## src/rtl/lcd_panel_rx.sv

```systemverilog
// lcd_panel_rx: panel-side receiver for the LCD controller output. Recovers frame/line timing,
// tags pixels with x/y and checks geometry. Optional frame CRC-16 when LCD_RX_CRC_EN is defined.
module lcd_panel_rx #(
    parameter int unsigned DW  = 24,
    parameter int unsigned XW  = 11,
    parameter int unsigned YW  = 10,
    parameter int unsigned FCW = 16
) (
    input  logic           HCLK,
    input  logic           HRESET,
    input  logic           rx_en,
    input  logic           cfg_tft,
    input  logic [XW-1:0]  cfg_ppl,
    input  logic [YW-1:0]  cfg_lpp,
    input  logic           lcd_fp,
    input  logic           lcd_lp,
    input  logic           lcd_dclk,
    input  logic           lcd_ena,
    input  logic [DW-1:0]  lcd_vd,
    output logic           pix_valid,
    output logic [DW-1:0]  pix_data,
    output logic [XW-1:0]  pix_x,
    output logic [YW-1:0]  pix_y,
    output logic           sof,
    output logic           eol,
    output logic [FCW-1:0] frame_cnt,
    output logic [XW-1:0]  hsw_meas,
    output logic           err_ppl,
    output logic           err_lpp,
    output logic [15:0]    frame_crc
);

    typedef enum logic [2:0] {
        S_IDLE, S_VSYNC, S_VBLANK, S_HSYNC, S_HBP, S_ACTIVE, S_HFP
    } state_t;

    state_t          r_state, w_state_nxt;
    logic            r_fp_q, r_lp_q, r_dclk_q, r_ena_q;
    logic [XW-1:0]   r_x, r_hsw;
    logic [YW-1:0]   r_y, w_y_inc, w_y_acc;
    logic            w_fp_rise, w_fp_fall, w_lp_rise, w_lp_fall, w_dclk_rise, w_ena_rise, w_ena_fall;
    logic            w_cap, w_eol, w_start, w_frame_end, w_trunc;
    logic            w_hs_start, w_hs_end, w_line_start;
    logic [DW-1:0]   w_pix;

    assign w_fp_rise   =  lcd_fp   & ~r_fp_q;
    assign w_fp_fall   = ~lcd_fp   &  r_fp_q;
    assign w_lp_rise   =  lcd_lp   & ~r_lp_q;
    assign w_lp_fall   = ~lcd_lp   &  r_lp_q;
    assign w_dclk_rise =  lcd_dclk & ~r_dclk_q;
    assign w_ena_rise  =  lcd_ena  & ~r_ena_q;
    assign w_ena_fall  = ~lcd_ena  &  r_ena_q;

    assign w_pix   = cfg_tft ? lcd_vd : DW'(lcd_vd[15:0]);
    assign w_y_inc = (r_y == {YW{1'b1}}) ? r_y : r_y + YW'(1);
    // Line accounting on this cycle's eol is visible to a coincident frame end
    assign w_y_acc = w_eol ? w_y_inc : r_y;

    always_ff @(posedge HCLK) begin
        if (HRESET) r_state <= S_IDLE;
        else        r_state <= w_state_nxt;
    end

    always_comb begin
        w_state_nxt  = r_state;
        w_cap        = 1'b0;
        w_eol        = 1'b0;
        w_start      = 1'b0;
        w_frame_end  = 1'b0;
        w_trunc      = 1'b0;
        w_hs_start   = 1'b0;
        w_hs_end     = 1'b0;
        w_line_start = 1'b0;
        if (!rx_en) begin
            w_state_nxt = S_IDLE;
        end else begin
            unique case (r_state)
                S_IDLE:   if (w_fp_rise) begin w_state_nxt = S_VSYNC; w_start = 1'b1; end
                S_VSYNC:  if (w_fp_fall) w_state_nxt = S_VBLANK;
                S_VBLANK: if (w_lp_rise) begin w_state_nxt = S_HSYNC; w_hs_start = 1'b1; end
                S_HSYNC:  if (w_lp_fall) begin w_state_nxt = S_HBP; w_hs_end = 1'b1; end
                S_HBP:    if (w_ena_rise) begin w_state_nxt = S_ACTIVE; w_line_start = 1'b1; end
                S_ACTIVE: begin
                    w_cap = w_dclk_rise & lcd_ena;
                    if (w_ena_fall) begin w_state_nxt = S_HFP; w_eol = 1'b1; end
                end
                S_HFP:    if (w_lp_rise) begin w_state_nxt = S_HSYNC; w_hs_start = 1'b1; end
                default:  w_state_nxt = S_IDLE;
            endcase
            // Frame pulse from any tracking state closes the frame; outside blanking it is truncated
            if (r_state != S_IDLE && w_fp_rise) begin
                w_state_nxt = S_VSYNC;
                w_frame_end = 1'b1;
                w_hs_start  = 1'b0;
                w_trunc     = !(r_state == S_HFP || r_state == S_VBLANK ||
                                (r_state == S_ACTIVE && w_ena_fall));
            end
        end
    end

    always_ff @(posedge HCLK) begin
        if (HRESET) begin
            r_fp_q    <= 1'b0;
            r_lp_q    <= 1'b0;
            r_dclk_q  <= 1'b0;
            r_ena_q   <= 1'b0;
            r_x       <= '0;
            r_y       <= '0;
            r_hsw     <= '0;
            pix_valid <= 1'b0;
            pix_data  <= '0;
            pix_x     <= '0;
            pix_y     <= '0;
            sof       <= 1'b0;
            eol       <= 1'b0;
            frame_cnt <= '0;
            hsw_meas  <= '0;
            err_ppl   <= 1'b0;
            err_lpp   <= 1'b0;
        end else begin
            r_fp_q    <= lcd_fp;
            r_lp_q    <= lcd_lp;
            r_dclk_q  <= lcd_dclk;
            r_ena_q   <= lcd_ena;
            pix_valid <= w_cap;
            sof       <= w_start | w_frame_end;
            eol       <= w_eol;

            if (w_cap) begin
                pix_data <= w_pix;
                pix_x    <= r_x;
                pix_y    <= r_y;
                if (r_x != {XW{1'b1}}) r_x <= r_x + XW'(1);
            end
            if (w_line_start) r_x <= '0;

            if (w_hs_start) r_hsw <= XW'(1);
            else if (r_state == S_HSYNC && lcd_lp && r_hsw != {XW{1'b1}}) r_hsw <= r_hsw + XW'(1);
            if (w_hs_end) hsw_meas <= r_hsw;

            if (w_eol) begin
                r_y <= w_y_inc;
                if (r_x != cfg_ppl) err_ppl <= 1'b1;
            end

            if (w_frame_end) begin
                frame_cnt <= frame_cnt + FCW'(1);
                if (w_trunc || w_y_acc != cfg_lpp) err_lpp <= 1'b1;
            end
            if (w_start || w_frame_end) r_y <= '0;

            if (!rx_en) begin
                r_x   <= '0;
                r_y   <= '0;
                r_hsw <= '0;
            end
        end
    end

`ifdef LCD_RX_CRC_EN
    // CRC-16-CCITT, MSB first, one pixel word per step
    function automatic logic [15:0] crc_step(input logic [15:0] c, input logic [DW-1:0] d);
        logic [15:0] v;
        v = c;
        for (int i = int'(DW) - 1; i >= 0; i--) begin
            if (v[15] ^ d[i]) v = {v[14:0], 1'b0} ^ 16'h1021;
            else              v = {v[14:0], 1'b0};
        end
        return v;
    endfunction

    logic [15:0] r_crc, w_crc_acc;

    assign w_crc_acc = w_cap ? crc_step(r_crc, w_pix) : r_crc;

    always_ff @(posedge HCLK) begin
        if (HRESET) begin
            r_crc     <= 16'hFFFF;
            frame_crc <= 16'h0000;
        end else begin
            if (w_start || w_frame_end) r_crc <= 16'hFFFF;
            else                        r_crc <= w_crc_acc;
            if (w_frame_end) frame_crc <= w_crc_acc;
        end
    end
`else
    assign frame_crc = 16'h0000;
`endif

endmodule
```

## config.mk

```make
export PLATFORM = sky130hd
export DESIGN_NAME = lcd_panel_rx
export DESIGN_NICKNAME = d
export VERILOG_FILES = /design/src/rtl/lcd_panel_rx.sv
export SDC_FILE = /design/constraint.sdc
export NUM_CORES = 1
export LEC_CHECK = 0
export BUFFER_PORTS_ARGS = -buffer_cell sky130_fd_sc_hd__buf_2
export CAP_MARGIN = 20
export CORE_ASPECT_RATIO = 2
export CORE_MARGIN = 2
export CORE_UTILIZATION = 50
export CTS_CLUSTER_SIZE = 28
export DETAILED_ROUTE_END_ITERATION = 7
export PLACE_DENSITY = 0.77
export SKIP_LAST_GASP = 1
export SLEW_MARGIN = 25
export SYNTH_ARGS = -nofsm -noshare
export SYNTH_HDL_FRONTEND = slang
export SYNTH_SLANG_ARGS = --single-unit
```

## constraint.sdc

```tcl
create_clock -name HCLK -period 2.43 [get_ports HCLK]
set_clock_uncertainty 0.1 [all_clocks]
set_input_delay 0.486 -clock HCLK [delete_from_list [all_inputs] [get_ports HCLK]]
set_output_delay 0.486 -clock HCLK [all_outputs]
set_load 0.03 [all_outputs]
```

==> results_dict.tcl <==
set metrics [dict create \
    cp_num_buf_inv 0 \
    rows 53 \
    htreeDepth 4 \
    place.gp.congestion 0.919 \
    grt_pass1_vias 4657 \
    grt-ovfl-total 0 \
    grt_max_degree 74 \
    finalCritPeriodShare_pct 92.2 \
    fp.dieH_um 149 \
    cts_buffer_depth 2 \
    cp-end-kind "register" \
    grt_antenna_before_repair 0 \
    synthFlopType "dfxtp_1" \
    report.final.slew_viol_count 0 \
    fmax_ghz 0.446 \
    fillers 892 \
    yosys_warnings 0 \
    cts.root.buffer_cell "clkbuf_16" \
    synth_area_per_cell_um2 8.29 \
    layout_commonest_cell "buf_2" \
    r2r_slack_ns 0.19 \
    syn_to_final_growth_pct 26.8 \
    viasPerCell 5.32 \
    num_vias 4939 \
    first_iter_violations 287 \
    timing.hold.ws_ns 0.227 \
    arrival_ns 2.39 \
    timing.setup.critical_path_class "register to register" \
    port_buffers 129 \
    path_cells "nand4_4 > or4_4 > nor4_2 > nor3_1 > a211oi_1 > a311oi_1" \
    hold_violations 0 \
    ys_types 60 \
    clock-sinks 116 \
    syn_area_mm2 0.00528 \
    initial_core_util_pct 50.7 \
    finalCriticalPeriod_ns 2.24 \
    crit_slowest_cell "or4_4" \
    grt_first_pass_wirelength_mm 21.4 \
    synth_cells 637 \
    crit_family "simple AND/OR/NAND/NOR gates" \
    async_reset_ff_share_pct 0 \
    ant_nets 0 \
    fin_nets 837 \
    hold_class "primary input to register" \
    mostFrequentLayoutCells "buf_2 (129), nand2_1 (113), dfxtp_1 (112), nor2_1 (70), a21oi_1 (57)" \
    relSlewSlack_pct 52.1 \
    ios 146 \
    first_pass_iters 7 \
    ys_seq_area_share_pct 44.0 \
    path_max_fanout 8 \
    core_area_mm2 0.0104 \
    cpPeakStageDelay_ns 0.59 \
    die_w_um 76.7 \
    num_antenna_cells 0 \
    clk_latency_ns 0.40 \
    worstMarginPinSlew_ns 0.718 \
    hpwl_mm 10.1 \
    maxCapViolCount 0 \
    cp_data_required_time_ns 2.57 \
    final-setup-viol-count 0 \
    status "finished, final reports clean" \
    track_usage_pct 23.4 \
    routed_wl_mm 13.4 \
    dieArea_mm2 0.0115 \
    start_kind "register" \
    drc_errors 0 \
    wl_per_cell_um 14.5 \
    clkTransAtPathRegs_ns 0.06 \
    synth_seq_cells 116 \
    cts_buffers 17 \
    cts_tree "done" \
    final_util_pct 64.3 \
    p_leak_nw 2.77 \
    synth-edff-count 0 \
    fin_total_pwr_w 0.00439 \
    ir_drop_uv 505 \
    drive_gt1_share_pct 26.3 \
    power_per_cell_area_mw_per_mm2 656 \
]
where the power goes:
group / switching (W) / total [W] / internal (W)
clock network: 0.000836 / 0.00228 / 0.00145
registers: 0.00000624 / 0.00192 / 0.00191
logic: 0.000124 / 0.000192 / 0.0000683
total: 0.000965 / 0.00439 / 0.00342
through the flow:
step                TNS [ns]  setup WS (ns)  cell area (um^2)  std cells
floorplan                  0          0.156              5340        652
global placement     -0.0290        -0.0290              6130        897
detailed placement   -0.0947        -0.0947              6130        897
CTS                        0         0.0557              6680        928
global route         -0.0432        -0.0432              6700        929
finish                     0          0.189              6700        929
synthesized netlist by cell type, types with 2 or more instances:
cell type | number | area, um^2
a211oi_1 | 3 | 22.5
a21o_1 | 2 | 15.0
a21oi_1 | 57 | 285
a221oi_1 | 2 | 17.5
a311oi_1 | 2 | 17.5
a31oi_1 | 4 | 25.0
and2_1 | 3 | 18.8
and3_1 | 6 | 37.5
and3b_1 | 4 | 35.0
and4_1 | 5 | 43.8
buf_1 | 4 | 15.0
buf_2 | 8 | 40.0
buf_4 | 17 | 128
clkbuf_1 | 22 | 82.6
dfxtp_1 | 116 | 2320
ha_1 | 4 | 50.1
inv_1 | 7 | 26.3
mux2i_1 | 15 | 150
nand2_1 | 113 | 424
nand2b_1 | 7 | 43.8
nand3_1 | 25 | 125
nand3b_1 | 2 | 15.0
nand4_1 | 13 | 81.3
nand4b_1 | 2 | 17.5
nor2_1 | 70 | 263
nor2b_1 | 10 | 62.6
nor3_1 | 11 | 55.1
nor3b_1 | 2 | 15.0
nor4_1 | 4 | 25.0
o21a_1 | 3 | 22.5
o21ai_0 | 9 | 45.0
o221a_2 | 2 | 22.5
o31ai_1 | 3 | 22.5
o41ai_1 | 2 | 17.5
or3_1 | 6 | 37.5
or4b_2 | 2 | 20.0
xnor2_1 | 18 | 158
xor2_1 | 30 | 263
flip-flops by register name, indices dropped and copies added, names as in the netlist:
register / count
r_lp_q: 1
pix_x: 11
err_lpp: 1
hsw_meas: 11
r_state: 3
r_hsw: 11
r_x: 11
r_y: 10
frame_cnt: 16
pix_y: 10
sof: 1
err_ppl: 1
eol: 1
r_ena_q: 1
r_fp_q: 1
r_dclk_q: 1
pix_valid: 1
pix_data: 24
routing by layer:
metal,up-vias,track usage [%],share of wire [%]
li1,2439,-,-
met1,2294,23.5,38
met2,173,44.0,54
met3,33,5.02,4.1
met4,0,12.9,3.7
met5,-,0,0
worst paths after layout:
kind	from	end	cells past startpoint
max	r_y[3]	err_lpp	6
min	lcd_vd[0]	pix_data[0]	3
max reg2reg	r_y[3]	err_lpp	6
min reg2reg	pix_data[20]	pix_data[20]	2
logic make-up after synthesis:
logic type                 Yosys count  synth area share [%]
and+or+nand+nor                    294                  26.9
DFF                                116                  44.0
AOI/OAI and AO/OA                  100                  11.7
buffers and inverters               59                  5.61
xor gates and xnor gates            48                  7.96
muxes                               15                  2.84
adders and majority gates            4                 0.948
other                                1                0.0710
worst min-delay path, cell delays in order:
cell     delay, ns
buf_2         0.09
nand2_1       0.05
a21oi_1       0.05
timing repair:
item	CTS	global route
hold buffers	0	0
setup buffers	0	1
gates resized for setup	0	5
endpoints found under the setup margin	0	1
cell type report:
type / count / area, um^2 / share of cell area, %
Clock buffer: 22 / 464 / 6.93
Clock inverter: 9 / 81.3 / 1.21
Inverter: 7 / 26.3 / 0.392
Multi-Input combinational cell: 477 / 2740 / 40.9
Sequential cell: 116 / 2330 / 34.8
Tap cell: 137 / 171 / 2.56
Timing Repair Buffer: 161 / 886 / 13.2
(Power assumes the default switching activity.)
